### src/rtl/qspi_pkg.sv
// Shared definitions for the QSPI flash responder: opcodes, FSM states and
// the mode-byte pattern that arms continuous read.
package qspi_pkg;

    localparam logic [7:0] OP_RSTCM = 8'hFF;
    localparam logic [7:0] OP_RDP   = 8'hAB;
    localparam logic [7:0] OP_WREN  = 8'h06;
    localparam logic [7:0] OP_WRSR  = 8'h01;
    localparam logic [7:0] OP_RDSR1 = 8'h05;
    localparam logic [7:0] OP_RDSR2 = 8'h35;
    localparam logic [7:0] OP_QREAD = 8'hEB;

    localparam logic [1:0] MODE_CONT = 2'b10;

    typedef enum logic [3:0] {
        ST_IDLE,
        ST_CMD,
        ST_WSR,
        ST_RDSR,
        ST_ADDR,
        ST_MODE,
        ST_DUMMY,
        ST_DATA,
        ST_IGNORE
    } state_t;

endpackage

### src/rtl/sclk_edge_detect.sv
// Detects a rising SCLK edge in the clk domain while the responder is selected.
module sclk_edge_detect (
    input  logic clk,
    input  logic rst,
    input  logic sclk,
    input  logic cs_n,
    output logic rise
);

    logic sclk_q;

    always_ff @(posedge clk) begin
        if (rst) begin
            sclk_q <= 1'b0;
        end else begin
            sclk_q <= sclk;
        end
    end

    assign rise = sclk & ~sclk_q & ~cs_n;

endmodule

### src/rtl/qspi_rom_responder.sv
// Cycle-accurate QSPI flash model: boot command set, status registers and quad
// fast-read with continuous-read mode, streaming from a synchronous memory.
module qspi_rom_responder
    import qspi_pkg::*;
#(
    parameter int ADDR_W     = 16,
    parameter int DUMMY_CLKS = 4
) (
    input  logic              clk,
    input  logic              rst,
    input  logic              sclk,
    input  logic              cs_n,
    input  logic [3:0]        io_in,
    output logic [3:0]        io_out,
    output logic [3:0]        io_oe,
    output logic [ADDR_W-1:0] rom_addr,
    input  logic [7:0]        rom_rdata,
    output logic              qe,
    output logic              wel,
    output logic              cont_mode
);

    logic              rise;
    state_t            state;
    logic [4:0]        cnt;
    logic [6:0]        shreg;
    logic [ADDR_W-1:0] addr_sr;
    logic [1:0]        mode_hi;
    logic [7:0]        sr1;
    logic [7:0]        sr2;
    logic [7:0]        wsr_b1;
    logic [7:0]        wsr_b2;
    logic [1:0]        wsr_bytes;
    logic              rdsr_sel;
    logic [2:0]        bit_idx;
    logic              hi_phase;
    logic              all_f;
    logic [3:0]        byte_lo;

    logic [7:0]        cmd_next;
    logic [ADDR_W-1:0] addr_next;
    logic [7:0]        status_sel;

    sclk_edge_detect u_edge (
        .clk  (clk),
        .rst  (rst),
        .sclk (sclk),
        .cs_n (cs_n),
        .rise (rise)
    );

    // Shifting nibbles into an ADDR_W-wide register keeps only the low bits
    // of the 24-bit flash address once all six nibbles have arrived.
    assign cmd_next   = {shreg, io_in[0]};
    assign addr_next  = ADDR_W'({addr_sr, io_in});
    assign status_sel = rdsr_sel ? sr2 : sr1;

    assign wel = sr1[1];
    assign qe  = sr2[1];

    // Every output is presented for the master's next rise, so they are all
    // updated in the clk that detects the current rise.
    always_ff @(posedge clk) begin
        if (rst) begin
            state     <= ST_IDLE;
            io_out    <= 4'h0;
            io_oe     <= 4'h0;
            rom_addr  <= '0;
            cont_mode <= 1'b0;
            cnt       <= '0;
            shreg     <= '0;
            addr_sr   <= '0;
            mode_hi   <= '0;
            sr1       <= 8'h00;
            sr2       <= 8'h00;
            wsr_b1    <= 8'h00;
            wsr_b2    <= 8'h00;
            wsr_bytes <= 2'd0;
            rdsr_sel  <= 1'b0;
            bit_idx   <= 3'd0;
            hi_phase  <= 1'b0;
            all_f     <= 1'b0;
            byte_lo   <= 4'h0;
        end else begin
            byte_lo <= rom_rdata[3:0];
            if (cs_n) begin
                if (state == ST_WSR) begin
                    if (wsr_bytes != 2'd0 && sr1[1]) begin
                        sr1 <= wsr_b1 & 8'hFD;
                        if (wsr_bytes == 2'd2) begin
                            sr2 <= wsr_b2;
                        end
                    end else begin
                        sr1[1] <= 1'b0;
                    end
                end
                if (cont_mode && all_f && (state == ST_ADDR || state == ST_MODE)) begin
                    cont_mode <= 1'b0;
                end
                state     <= ST_IDLE;
                io_oe     <= 4'h0;
                io_out    <= 4'h0;
                cnt       <= '0;
                wsr_bytes <= 2'd0;
            end else if (rise) begin
                case (state)
                    ST_IDLE: begin
                        if (cont_mode) begin
                            addr_sr <= addr_next;
                            all_f   <= (io_in == 4'hF);
                            cnt     <= 5'd1;
                            state   <= ST_ADDR;
                        end else begin
                            shreg <= cmd_next[6:0];
                            cnt   <= 5'd1;
                            state <= ST_CMD;
                        end
                    end
                    ST_CMD: begin
                        shreg <= cmd_next[6:0];
                        cnt   <= cnt + 5'd1;
                        if (cnt == 5'd7) begin
                            cnt <= '0;
                            case (cmd_next)
                                OP_RSTCM: begin
                                    cont_mode <= 1'b0;
                                    state     <= ST_IGNORE;
                                end
                                OP_RDP: state <= ST_IGNORE;
                                OP_WREN: begin
                                    sr1[1] <= 1'b1;
                                    state  <= ST_IGNORE;
                                end
                                OP_WRSR: state <= ST_WSR;
                                OP_RDSR1: begin
                                    rdsr_sel <= 1'b0;
                                    bit_idx  <= 3'd6;
                                    io_oe    <= 4'b0010;
                                    io_out   <= {2'b00, sr1[7], 1'b0};
                                    state    <= ST_RDSR;
                                end
                                OP_RDSR2: begin
                                    rdsr_sel <= 1'b1;
                                    bit_idx  <= 3'd6;
                                    io_oe    <= 4'b0010;
                                    io_out   <= {2'b00, sr2[7], 1'b0};
                                    state    <= ST_RDSR;
                                end
                                OP_QREAD: state <= qe ? ST_ADDR : ST_IGNORE;
                                default:  state <= ST_IGNORE;
                            endcase
                        end
                    end
                    ST_WSR: begin
                        if (wsr_bytes != 2'd2) begin
                            shreg <= cmd_next[6:0];
                            cnt   <= cnt + 5'd1;
                            if (cnt[2:0] == 3'd7) begin
                                if (wsr_bytes == 2'd0) begin
                                    wsr_b1 <= cmd_next;
                                end else begin
                                    wsr_b2 <= cmd_next;
                                end
                                wsr_bytes <= wsr_bytes + 2'd1;
                            end
                        end
                    end
                    ST_RDSR: begin
                        io_out  <= {2'b00, status_sel[bit_idx], 1'b0};
                        bit_idx <= bit_idx - 3'd1;
                    end
                    ST_ADDR: begin
                        addr_sr <= addr_next;
                        if (io_in != 4'hF) begin
                            all_f <= 1'b0;
                        end
                        cnt <= cnt + 5'd1;
                        if (cnt == 5'd5) begin
                            rom_addr <= addr_next;
                            cnt      <= '0;
                            state    <= ST_MODE;
                        end
                    end
                    ST_MODE: begin
                        if (io_in != 4'hF) begin
                            all_f <= 1'b0;
                        end
                        if (cnt == 5'd0) begin
                            mode_hi <= io_in[1:0];
                            cnt     <= 5'd1;
                        end else begin
                            cont_mode <= (mode_hi == MODE_CONT);
                            cnt       <= '0;
                            state     <= ST_DUMMY;
                        end
                    end
                    ST_DUMMY: begin
                        if (cnt == 5'(DUMMY_CLKS - 1)) begin
                            io_oe    <= 4'hF;
                            io_out   <= rom_rdata[7:4];
                            hi_phase <= 1'b1;
                            cnt      <= '0;
                            state    <= ST_DATA;
                        end else begin
                            cnt <= cnt + 5'd1;
                        end
                    end
                    // The low nibble comes from the buffered byte because
                    // rom_addr moves on to the next byte in the same clk.
                    ST_DATA: begin
                        if (hi_phase) begin
                            io_out   <= byte_lo;
                            rom_addr <= rom_addr + ADDR_W'(1);
                            hi_phase <= 1'b0;
                        end else begin
                            io_out   <= rom_rdata[7:4];
                            hi_phase <= 1'b1;
                        end
                    end
                    ST_IGNORE: begin
                    end
                    default: state <= ST_IDLE;
                endcase
            end
        end
    end

endmodule

### config.mk
export PLATFORM = sky130hd
export DESIGN_NAME = qspi_rom_responder
export DESIGN_NICKNAME = d
export VERILOG_FILES = /design/src/rtl/qspi_pkg.sv /design/src/rtl/sclk_edge_detect.sv /design/src/rtl/qspi_rom_responder.sv
export SDC_FILE = /design/constraint.sdc
export NUM_CORES = 1
export LEC_CHECK = 0
export CAP_MARGIN = 20
export CORE_MARGIN = 5
export CORE_UTILIZATION = 35
export CTS_BUF_LIST = sky130_fd_sc_hd__clkbuf_4
export CTS_CLUSTER_DIAMETER = 60
export DETAILED_ROUTE_END_ITERATION = 7
export GPL_TIMING_DRIVEN = 0
export SYNTH_ARGS = -nofsm -noshare
export SYNTH_HDL_FRONTEND = slang
export SYNTH_SLANG_ARGS = --single-unit
### constraint.sdc
create_clock -name clk -period 7.21 [get_ports clk]
set_input_delay 1.8025 -clock clk [delete_from_list [all_inputs] [get_ports clk]]
set_output_delay 1.8025 -clock clk [all_outputs]
set_load 0.03 [all_outputs]
Word-level counts from Yosys, hierarchy flattened

Cells that the tools add are included.

Add/sub/neg operators: 4
$lt $le $gt $ge: 1
Equality and inequality tests: 39
Muxes and demuxes: 58
Bitwise operators: 6
Reduce and logical (&&, ||, !) cells: 46

Operators by type and width:

| operator              | count |
|---|---|
| $mux 4                | 11 |
| $reduce_and 5->1      | 8 |
| $mux 16               | 2 |
| $pmux 16 s2           | 1 |
| $pmux 5 s6            | 1 |
| $pmux 12 s2           | 1 |
| $pmux 4 s6            | 1 |
| $reduce_and 6->1      | 4 |
| $reduce_bool 2->1     | 12 |
| $pmux 7 s3            | 1 |
| $mux 5                | 4 |
| $reduce_and 4->1      | 5 |
| $mux 1                | 18 |
| $add 16x1->16 const B | 1 |
| $eq 4x3->1 const B    | 4 |
| $eq 8x3->1 const B    | 2 |
| $eq 8x8->1 const B    | 2 |
| $ne 2x2->1 const B    | 8 |
| $pmux 4 s2            | 2 |
| $pmux 4 s4            | 1 |
| $mux 7                | 2 |
| $mux 12               | 1 |
| $pmux 4 s3            | 1 |
| $eq 5x3->1 const B    | 2 |
| 35 further kinds      | 59 |

Register bits: 100
Bits of input ports: 16
Output and inout bits: 27
Word-level logic and storage cells: 175

Longest topological paths before layout

Gate-level depths: netlist of run 1.

Depth after elaboration: 6
Mapped depth: 9
Gate-level depth less buffers: 7

Cells and area by module

Synthesis of run 1 repeated with hierarchy kept, for this count alone.

Cells, all modules: 588
Area, all modules: 4982.3 um^2

Modules (own cells, without submodules):

| module             | instances | cells each | area each (um^2) | seq. area each (um^2) |
|---|---|---|---|---|
| qspi_rom_responder | 1         | 585        | 4943.5           | 1921.8 |
| sclk_edge_detect   | 1         | 3          | 38.8             | 20.0 |

Worst setup path after synthesis of run 1

OpenSTA, ideal clock, no wires.

Path type: input to register
Start: in cs_n
End: reg io_out[1]
Setup time: 119 ps
Data arrival time: 3491 ps
Required time: 7091 ps
Setup slack: 3601 ps
Cell stages on the path: 7
Path buffers: 2
Path through: buf_2 or3b_1 buf_4 a21oi_4 o21ai_2 or4_1 o221a_1

Cells in the longest elaborated chain, start to end: 3
Elaborated cells on any way between the ends: 4
Those cells by class: bitwise: 2; reduce/logical: 2

Ends and longest elaborated chain:

| element                    | line                      | RTL |
|---|---|---|
| from (decl)                | qspi_rom_responder.sv:12  | `input logic cs_n,` |
| $not 1->1 (no line)        | n/a                       |  |
| $and 1x1->1                | sclk_edge_detect.sv:20    | `assign rise = sclk & ~sclk_q & ~cs_n;` |
| $reduce_and 5->1 (no line) | n/a                       |  |
| to (signal assigned)       | qspi_rom_responder.sv:139 | `io_out <= {2'b00, sr1[7], 1'b0};` |
| to (signal assigned)       | qspi_rom_responder.sv:146 | `io_out <= {2'b00, sr2[7], 1'b0};` |
| to (signal assigned)       | qspi_rom_responder.sv:169 | `io_out <= {2'b00, status_sel[bit_idx], 1'b0};` |
| to (decl)                  | qspi_rom_responder.sv:14  | `output logic [3:0] io_out,` |

Parallel ways exist; a longest one is shown, timed or not.
A chain may end at the register's enable or synchronous reset.

Worst setup path after layout of run 1

Start: in sclk
End: reg addr_sr[9]

Cells in the longest elaborated chain, start to end: 3

Ends and longest elaborated chain:

| element                    | line                      | RTL |
|---|---|---|
| from (decl)                | qspi_rom_responder.sv:11  | `input logic sclk,` |
| $and 1x1->1 (2 in series)  | sclk_edge_detect.sv:20    |  |
| $reduce_and 4->1 (no line) | n/a                       |  |
| to (signal assigned)       | qspi_rom_responder.sv:109 | `addr_sr <= addr_next;` |
| to (signal assigned)       | qspi_rom_responder.sv:173 | `addr_sr <= addr_next;` |
| to (decl)                  | qspi_rom_responder.sv:27  | `logic [ADDR_W-1:0] addr_sr;` |

No other way between the ends.

==> results.json, run 1 <==
{
  "tightest_slew_ns": 0.9162,
  "final_layout_size_suffix_gt1_frac": 0.06980,
  "ys_seq_area_frac": 0.3856,
  "grt_pass1_wl_um": 23250,
  "setup_viol": 0,
  "avgSynthCellArea_um2": 8.352,
  "wl_per_cell_um": 17.20,
  "power_mw": 0.8947,
  "peakVddDrop_mv": 0.07105,
  "overflow": 0,
  "min_path_type": "reg -> reg",
  "synth_area_mm2": 0.005036,
  "nets": 678,
  "endpoint_kind": "flop",
  "core-area_mm2": 0.01399,
  "setup_tns_ns": 0,
  "yosys_warnings": 0,
  "synth_edf_count": 0,
  "power_density_mw_per_mm2": 154.2,
  "cts_tree": "done",
  "dp_slack_ns": 2.931,
  "cts_buffers": 9,
  "fillCellCount": 1451,
  "initialDrtViolationCount": 554,
  "period_minus_slack_ns": 3.805,
  "fin_area_mm2": 0.005803,
  "synth_ff_type": "dfxtp_1",
  "post-route-period-util": 0.5277,
  "place.port_buffers": 40,
  "syn_nets": 627,
  "grt_pass1_vias": 4382,
  "final_cell_mix": "dfxtp_1 (97), nor2_1 (82), mux2i_1 (50), a21oi_1 (50), nand2_1 (47)",
  "max_freq_mhz": 262.8,
  "slew_violations": 0,
  "gp_congestion": 0.9084,
  "dp_hpwl_um": 10650,
  "max-cap-violations": 0,
  "die_h_um": 130.0,
  "async_flop_share": 0,
  "grt_use_total": 0.1753,
  "cts_root_buf": "clkbuf_4",
  "routed-via-count": 4764,
  "drc": 0,
  "status": "finished clean",
  "crit_fanout": 10,
  "syn_to_final_growth_pct": 15.23,
  "htree_levels": 3,
  "crit_type": "in -> reg",
  "hold_buffers": 0,
  "grt_antenna_before_repair": 1,
  "grt_setup_unrepaired": "false",
  "dieArea_mm2": 0.01689,
  "cts_sinks": 97,
  "vias_per_cell": 5.671,
  "grt_max_degree": 17,
  "die_x_um": 130.0,
  "ys_ff_latch": 97,
  "antenna_left": 0,
  "wl_um": 14450,
  "initial_core_util": 0.3600,
  "num_rows": 43,
  "clk_pin_slew_ns": 0.17,
  "placed_area_mm2": 0.005662,
  "boundaryPins": 43,
  "skew_ns": 0.03020,
  "finalWorstSetupSlack_ns": 3.405,
  "hold_violations": 0,
  "mostFrequentLayoutCell": "dfxtp_1",
  "syn_inst": 603,
  "yosysUniqueCellTypes": 69,
  "dr.pass1.iters": 7,
  "critPathRequiredTime_ns": 7.58,
  "slew_headroom": 0.3809,
  "cts_resized": 0,
  "p_leak_nw": 2.015,
  "clk_path_buf_depth": 2,
  "crit_arrival_ns": 4.18,
  "post-cts-setup-buffer-count": 0,
  "clk_latency_ns": 0.49,
  "start_kind": "primary input"
}
-- power breakdown --
| part | internal (mW) | switching (mW) | leakage [nW] |
|---|---|---|---|
| Combinational | 0.0200 | 0.0343 | 1.16 |
| Clock | 0.111 | 0.189 | 0.0769 |
| Sequential | 0.539 | 0.00178 | 0.783 |
-- critical path, stage by stage --
cell and delay [ns]:
clkdlybuf4s50_1 0.48, nor3b_2 0.58, nand2_1 0.10, nor3_1 0.51, buf_2 0.40, mux2i_1 0.24
nor2_1 0.06
-- final cells by class --
| type | count | area, um2 | share of cell area |
|---|---|---|---|
| Buffer | 46 | 192.7 | 0.03320 |
| Antenna cell | 1 | 2.502 | 0.0004312 |
| Timing Repair Buffer | 40 | 400.4 | 0.06900 |
| Inverter | 11 | 41.29 | 0.007115 |
| Sequential cell | 97 | 1942 | 0.3346 |
| Clock buffer | 10 | 75.07 | 0.01294 |
| Multi-Input combinational cell | 449 | 2860 | 0.4929 |
| Clock inverter | 6 | 63.81 | 0.01100 |
| Tap cell | 180 | 225.2 | 0.03881 |
-- Yosys cell counts, drive strengths merged, types with 6 or more instances --
cell / instances / share of area
nor3: 11 / 0.011
nand4: 13 / 0.016
clkbuf: 35 / 0.027
nand3: 19 / 0.019
nand2b: 7 / 0.0087
a211oi: 11 / 0.016
nor2b: 10 / 0.012
dfxtp: 97 / 0.39
mux2i: 50 / 0.099
o21ai: 33 / 0.034
nor2: 82 / 0.061
a31oi: 6 / 0.0075
ha: 8 / 0.020
inv: 11 / 0.0082
a21oi: 51 / 0.053
nand2: 47 / 0.035
buf: 11 / 0.012
-- final timing paths --
check | start | to | slack (ns) | depth (start not counted)
setup / recovery | sclk | addr_sr[9] | 3.41 | 7
hold / removal | mode_hi[0] | mode_hi[0] | 0.47 | 2
setup reg to reg | cnt[0] | io_out[1] | 4.44 | 6
hold reg to reg | mode_hi[0] | mode_hi[0] | 0.47 | 2
-- registers in the layout, summed over array words and instances (netlist names) --
signal	cells
addr_sr	12
all_f	1
mode_hi	2
hi_phase	1
cnt	5
wsr_b1	7
sr2	8
u_edge.sclk_q	1
cont_mode	1
sr1	8
io_oe	2
rdsr_sel	1
byte_lo	4
wsr_bytes	2
bit_idx	3
state	4
shreg	7
wsr_b2	8
io_out	4
rom_addr	16
-- through the flow --
stage | std cells | hold WS, ns | util
after floorplan | 603 | 0.4311 | -
after global placement | 823 | 0.4411 | 0.4047
after detailed placement | 823 | 0.4529 | 0.4047
after CTS | 839 | 0.4733 | 0.4147
after global routing | 840 | 0.5044 | 0.4148
final | 840 | 0.4707 | 0.4148
-- layer usage --
| layer | global-route usage | vias to the layer above | routed length [um] |
|---|---|---|---|
| li1 | - | 2286 | - |
| met1 | 0.2325 | 2252 | 6471 |
| met2 | 0.2821 | 199 | 6742 |
| met3 | 0.04298 | 27 | 944 |
| met4 | 0.05501 | 0 | 291 |
| met5 | 0 | - | 0 |
-- kinds of logic after synthesis --
group                      count (synthesis)  synth area share
and+or+nand+nor                          242            0.2507
AOI/OAI and AO/OA                        143            0.1816
DFF                                       97            0.3856
buffers and inverters                     57           0.04646
muxes                                     53            0.1106
adders and majority gates                  8           0.01988
xor gates and xnor gates                   3          0.005218
Note: power is estimated with default switching activity, not from simulation.
==> run 2: changes to the inputs <==
==> constraint.sdc (replaced) <==
create_clock -name clk -period 3.5 [get_ports clk]
set_input_delay 0.875 -clock clk [delete_from_list [all_inputs] [get_ports clk]]
set_output_delay 0.875 -clock clk [all_outputs]
set_load 0.03 [all_outputs]
==> results of run 2 <==
The final DEF is identical to that of run 1. Status: finished clean.
Among the figures that moved: setup slack after placement 2.931 ns -> 0.1481 ns; setup slack after layout 3.405 ns -> 0.6229 ns; register-to-register setup slack 4.44 ns -> 0.73 ns; total power 0.8947 mW -> 1.843 mW; worst IR drop on VDD 0.07105 mV -> 0.1464 mV
==> run 3: changes to the inputs <==
==> constraint.sdc (replaced) <==
create_clock -name clk -period 2.96 [get_ports clk]
set_input_delay 0.74 -clock clk [delete_from_list [all_inputs] [get_ports clk]]
set_output_delay 0.74 -clock clk [all_outputs]
set_load 0.03 [all_outputs]
==> results of run 3 <==
The final DEF is identical to that of run 1. Status: finished clean.
Among the figures that moved: setup slack after placement 2.931 ns -> -0.2569 ns; setup slack after layout 3.405 ns -> 0.1930 ns; start point of the critical path sclk -> cnt[0]; end point of the critical path addr_sr[9] -> io_out[1]; register-to-register setup slack 4.44 ns -> 0.19 ns; total power 0.8947 mW -> 2.179 mW; worst IR drop on VDD 0.07105 mV -> 0.1731 mV
